$ cat config.mk
export PLATFORM = sky130hd
export DESIGN_NAME = mips_mem_arbiter
export DESIGN_NICKNAME = d
export VERILOG_FILES = /design/src/rtl/mips_mem_arbiter.sv
export SDC_FILE = /design/constraint.sdc
export NUM_CORES = 1
export LEC_CHECK = 0
export ABC_AREA = 1
export BUFFER_PORTS_ARGS = -buffer_cell sky130_fd_sc_hd__buf_2
export CORE_AREA = 2 2 108 110
export CTS_CLUSTER_SIZE = 10
export DETAILED_ROUTE_END_ITERATION = 6
export DIE_AREA = 0 0 110 112
export SLEW_MARGIN = 5
export SYNTH_ARGS = -nofsm -noshare
export SYNTH_HDL_FRONTEND = slang
export SYNTH_SLANG_ARGS = --single-unit
$ cat constraint.sdc
create_clock -name clk -period 1.5 [get_ports clk]
set_input_delay 0.225 -clock clk [delete_from_list [all_inputs] [get_ports clk]]
set_output_delay 0.225 -clock clk [all_outputs]
set_load 0.005 [all_outputs]
$ cat src/rtl/mips_mem_arbiter.sv
// Two-master (instruction fetch / load-store) arbiter for the shared memory bus.
// Optional MEM_ARB_ROUND_ROBIN_EN replaces fixed D-over-I priority with round-robin.
module mips_mem_arbiter #(
  parameter int ADDR_W = 32,
  parameter int DATA_W = 32
) (
  input  logic                clk,
  input  logic                reset,
  input  logic [ADDR_W-1:0]   i_address,
  input  logic                i_read,
  input  logic [DATA_W/8-1:0] i_byteenable,
  output logic [DATA_W-1:0]   i_readdata,
  output logic                i_waitrequest,
  input  logic [ADDR_W-1:0]   d_address,
  input  logic                d_read,
  input  logic                d_write,
  input  logic [DATA_W/8-1:0] d_byteenable,
  input  logic [DATA_W-1:0]   d_writedata,
  output logic [DATA_W-1:0]   d_readdata,
  output logic                d_waitrequest,
  output logic [ADDR_W-1:0]   address,
  output logic                read,
  output logic                write,
  output logic [DATA_W/8-1:0] byteenable,
  output logic [DATA_W-1:0]   writedata,
  input  logic [DATA_W-1:0]   readdata,
  input  logic                waitrequest,
  output logic                busy
);

  // state   | meaning
  // IDLE    | no command on memory, choosing next grant
  // GNT_I   | memory bus owned by instruction-fetch port
  // GNT_D   | memory bus owned by load/store port
  typedef enum logic [1:0] {
    IDLE  = 2'd0,
    GNT_I = 2'd1,
    GNT_D = 2'd2
  } state_t;

  state_t state, state_nxt;
  logic   d_req;
  logic   pick_d;

  assign d_req = d_read | d_write;

`ifdef MEM_ARB_ROUND_ROBIN_EN
  // last_grant: 0 = I, 1 = D
  logic last_grant;

  always_ff @(posedge clk) begin
    if (reset) begin
      last_grant <= 1'b0;
    end else if (!waitrequest) begin
      if (state == GNT_I && i_read)
        last_grant <= 1'b0;
      else if (state == GNT_D && d_req)
        last_grant <= 1'b1;
    end
  end

  always_comb begin
    if (d_req && i_read)
      pick_d = ~last_grant;
    else
      pick_d = d_req;
  end
`else
  assign pick_d = d_req;
`endif

  always_ff @(posedge clk) begin
    if (reset)
      state <= IDLE;
    else
      state <= state_nxt;
  end

  always_comb begin
    state_nxt = state;
    case (state)
      IDLE: begin
        if (pick_d)
          state_nxt = GNT_D;
        else if (i_read)
          state_nxt = GNT_I;
      end
      // A dropped request also returns to IDLE (abandoned transfer).
      GNT_I: if (!waitrequest || !i_read) state_nxt = IDLE;
      GNT_D: if (!waitrequest || !d_req) state_nxt = IDLE;
      default: state_nxt = IDLE;
    endcase
  end

  always_comb begin
    address       = '0;
    read          = 1'b0;
    write         = 1'b0;
    byteenable    = '0;
    writedata     = '0;
    i_readdata    = '0;
    d_readdata    = '0;
    i_waitrequest = 1'b1;
    d_waitrequest = 1'b1;
    busy          = 1'b0;
    if (!reset) begin
      case (state)
        GNT_I: begin
          address       = i_address;
          read          = i_read;
          byteenable    = i_byteenable;
          i_readdata    = readdata;
          i_waitrequest = waitrequest;
          busy          = 1'b1;
        end
        GNT_D: begin
          address       = d_address;
          write         = d_write;
          read          = d_read & ~d_write;
          byteenable    = d_byteenable;
          writedata     = d_writedata;
          d_readdata    = readdata;
          d_waitrequest = waitrequest;
          busy          = 1'b1;
        end
        default: ;
      endcase
    end
  end

endmodule

# Word level (Yosys, flattened, before mapping)
# Cells that the tools add are included.
# op_classes
n_mux	25
bitwise	3
n_eq_ne	5
n_reduce_logical	8
# op_table
op	count
2-to-1 mux 32 bit	7
one-hot mux 32 bit (2 select lines)	1
2-to-1 mux 1 bit	9
2-to-1 mux 2 bit	4
one-hot mux 4 bit (2 select lines)	1
one-hot mux 2 bit (3 select lines)	1
2-to-1 mux 4 bit	1
inequality test 2 bit, second input constant	2
zero test 1 bit	3
inequality test 3 bit, second input constant	1
AND reduction 3 bit	1
== test 2 x 1 -> 1 bit, second input constant	1
== test 2 bit, second input constant	1
zero test 2 bit	1
logical OR 1 bit	2
one-hot mux 1 bit (2 select lines)	1
OR reduction 2 bit	1
AND 1 bit	1
NOT 1 bit	1
bitwise OR 1 bit	1
# totals
inputBits	142
wordCells	42
reg_bits	2
out_inout_bits	137

# Logic depth before layout (Yosys ltp)
# logic_depth
word_depth	5
ltp_mapped	8
depth_no_buf	7

# Worst setup path after synthesis
# No wires, ideal clock.
# synth_timing
path_kind	flip-flop to output port
startpoint	register state[0]
endpoint	output writedata[21]
arrival_time_ps	1100
path_stages_with_launch	8
setup_slack_ps	175
t_required_ps	1275
path_buffers	3
path_cell_list	dfxtp_1 > inv_1 > ha_1 > buf_4 > buf_4 > buf_4 > nand2_1 > nor2_1
# synth_via
elab_chain_len	3
# synth_rtl
element	line	text
start: declaration	41	state_t state, state_nxt;
start signal: assignment	76	state <= state_nxt;
== test 2 bit	107	case (state)
2-to-1 mux 32 bit	107	
2-to-1 mux 32 bit	106	if (!reset) begin
end: declaration	25	output logic [DATA_W-1:0] writedata,
# Every way passes these cells.

# Final worst setup path
# layout_timing
startpoint	register state[0]
endpoint	output address[5]
# layout_via
elab_chain_len	3
word_cells_on_any_way	4
cone_classes	eq/ne: 2; mux: 2
# layout_rtl
element	line	text
== test 2 bit / == test 2 x 1 -> 1 bit (equally long branches)	107	
one-hot mux 32 bit (2 select lines) *	107	
2-to-1 mux 32 bit *	106	
end: declaration	21	output logic [ADDR_W-1:0] address,
# Every way passes the cells marked *; elsewhere a longest branch is shown, timed or not.

==> flow_summary.json <==
{
  "ys.warnings.count": 0,
  "synth-compound-area-share_pct": 17.2,
  "cp_slowest_cell": "dfxtp_4",
  "synthAdderAreaFrac_pct": 2.42,
  "dieArea_um2": 12300,
  "timing.rr.start": "state[1]",
  "clockBufferDepth": 2,
  "antenna_found_initial": 2,
  "synth-seq-cells": 2,
  "drt_iter0_markers": 118,
  "crit_family": "buffers and inverters",
  "clk_latency_ns": 0.22,
  "grt-ovfl-total": 0,
  "reg2regPathDepth": 9,
  "syn_to_final_growth_pct": 151,
  "grt_pass1_wl_um": 12300,
  "syn_inst": 337,
  "syn-mean-instance-area_um2": 4.60,
  "drc_errors": 0,
  "hold_start": "i_read",
  "max_freq_mhz": 597,
  "setup_slack_ns": -0.174,
  "vdd_drop_max_mv": 0.258,
  "crit_fanout": 8,
  "die_w_um": 110,
  "rsz0062_at_grt": "yes",
  "violations": "setup timing",
  "final_core_util_pct": 34.7,
  "clk_pin_slew_worst_paths_ns": 0.03,
  "initial_core_util_pct": 13.9,
  "r2r_end": "state[0]",
  "rows": 39,
  "post_drt_wl_per_cell_um": 12.8,
  "placed_cells": 752,
  "viasPerCell": 3.99,
  "die_h_um": 112,
  "period_share_pct": 112,
  "slowest_delay_ns": 0.36,
  "hold_depth": 4,
  "period_needed_ns": 1.67,
  "arrival_ns": 1.45,
  "drtPass1Iterations": 4,
  "max_cap_viol_count": 0,
  "hpwl_um": 6870,
  "final_area_um2": 3880,
  "startpoint_type": "flop",
  "synth_nets": 482,
  "fin_skew_ns": 0.00214,
  "p_leak_nw": 2.31,
  "drtAntennaViolNets": 0,
  "vias": 3099,
  "crit_path_cell_trace": "inv_4 > ha_4 > nand2_8 > buf_12 > a21oi_2 > buf_2",
  "synth_top_cell_area_share_pct": 26.9,
  "yosysSeqAreaShare_pct": 2.58,
  "final_cells": 776,
  "num-nets-final": 778,
  "path_class": "flop to primary output",
  "core_um2": 11200,
  "postPlaceCellArea_um2": 3200,
  "maxSlewViolCount": 0,
  "synth_top_family_by_area": "simple AND/OR/NAND/NOR gates",
  "r2r_setup_slack_ns": 0.06,
  "cts_buffers": 3,
  "synthTopCellsByArea": "nand2_1 (27%), nor2_1 (24%), a21oi_2 (11%), inv_1 (10%), a21oi_1 (6.1%)",
  "synth-simple-area-share_pct": 54.5,
  "synth_xor_area_share_pct": 0,
  "cellPowerDensity_nw_per_um2": 458,
  "top_regs": "state: 2 flops",
  "tightest_slew_ns": 0.204,
  "root_buffer": "clkbuf_16",
  "largest_reg_flops": 2,
  "critPathRequiredTime_ns": 1.27,
  "routed_wl_um": 9920,
  "yosysTopAreaCell": "nand2_1",
  "power.total_w": 0.00178,
  "max-slew-margin-rel_pct": 86.4,
  "syn_area_um2": 1550,
  "largest_register": "state",
  "track_usage_pct": 12.8,
  "hold_path_end": "state[1]",
  "dp_worst_setup_slack_ns": -0.0209,
  "cts_tree": "built",
  "min_path_type": "input port to flop",
  "critPathBufInv": 3,
  "crit_path_end_kind": "primary output",
  "outcome": "complete, but fails checks",
  "io_buffers": 278,
  "ctsHoldBuffers": 0,
  "synthMuxAreaShare_pct": 0,
  "routabilityCongestion": 0.728,
  "clock-sinks": 2,
  "num_io_pins": 279,
  "finalSetupViolations": 134,
  "grt_start_max_net_pins": 36,
  "ys_types": 16,
  "drive_above_1_share_pct": 64.5,
  "h-tree-depth": 1,
  "grt_pass1_vias": 2596,
  "hold_violations": 0,
  "num-fill-cells": 1232
}
[tightest hold or removal path: stages]
cell and delay, ns:
buf_2 0.14, nand3_4 0.09, nand3_1 0.10, a21oi_1 0.06
[what timing repair did]
action                                  CTS  global route
setup buffers                             3             5
pin swaps                                 5            10
gates resized for setup                  51            41
cloned                                    3             9
endpoints found under the setup margin  135           136
[logic make-up after synthesis]
family,Yosys count
DFF,2
adders and majority gates,3
and+or+nand+nor,221
AOI/OAI and AO/OA,39
buffers and inverters,72
[report_power, final]
group	switching (W)	internal, W	leakage [nW]	total, W
Clock	0.0000606	0.000339	0.0370	0.000400
Sequential	0.0000105	0.0000613	0.0178	0.0000718
Combinational	0.000655	0.000651	2.25	0.00131
Total	0.000726	0.00105	2.31	0.00178
[final cells by class]
cell class	count	area, µm²	share of cell area (%)
Antenna cell	2	5.00	0.129
Clock buffer	3	75.1	1.93
Inverter	46	185	4.77
Multi-Input combinational cell	263	1390	35.8
Sequential cell	2	47.5	1.23
Tap cell	143	179	4.61
Timing Repair Buffer	317	2000	51.5
[routing by layer]
metal | GRT usage (%) | vias up | wire, µm
li1 | - | 1584 | -
met1 | 13.5 | 1342 | 3760
met2 | 24.9 | 168 | 5170
met3 | 3.04 | 5 | 915
met4 | 2.78 | 0 | 69
met5 | 0 | - | 0
[cells in the final DEF (no fill, tap or decap), types with 2 or more instances in the layout]
| cell type | count |
|---|---|
| a21oi_2 | 36 |
| buf_12 | 11 |
| buf_16 | 2 |
| buf_2 | 277 |
| buf_4 | 10 |
| buf_6 | 11 |
| clkbuf_16 | 8 |
| dfxtp_4 | 2 |
| diode_2 | 2 |
| ha_4 | 3 |
| inv_1 | 38 |
| inv_2 | 3 |
| inv_4 | 5 |
| nand2_1 | 93 |
| nand2_2 | 18 |
| nand3_1 | 4 |
| nor2_1 | 88 |
| nor2_2 | 12 |
| nor2_4 | 3 |
[through the flow]
step | hold slack (ns) | TNS [ns]
after floorplan | 0.418 | 0
after global placement | 0.474 | -0.0163
after detailed placement | 0.477 | -0.0209
after CTS | 0.437 | -13.49
after global routing | 0.460 | -22.83
final | 0.440 | -13.32
[worst max-delay path by stage]
stage                   from              to  depth (start not counted)  slack [ns]
finish              state[0]      address[5]                          6       -0.17
CTS                 state[0]     address[15]                          6       -0.14
detailed placement  state[1]  i_readdata[24]                          8       -0.02
floorplan           state[0]   writedata[21]                          7        0.18
global route        state[0]   d_readdata[6]                          8       -0.23
global placement    state[1]  i_readdata[24]                          8       -0.02
[cells in the mapped netlist]
| master | instances |
|---|---|
| a21oi_1 | 19 |
| a21oi_2 | 19 |
| buf_2 | 12 |
| buf_4 | 6 |
| buf_6 | 7 |
| clkbuf_1 | 1 |
| dfxtp_1 | 2 |
| ha_1 | 3 |
| inv_1 | 42 |
| inv_2 | 4 |
| nand2_1 | 111 |
| nand2_2 | 1 |
| nand3_1 | 6 |
| nor2_1 | 101 |
| nor2_2 | 2 |
| o21ai_0 | 1 |
Note: power is estimated with default switching activity, not from simulation.
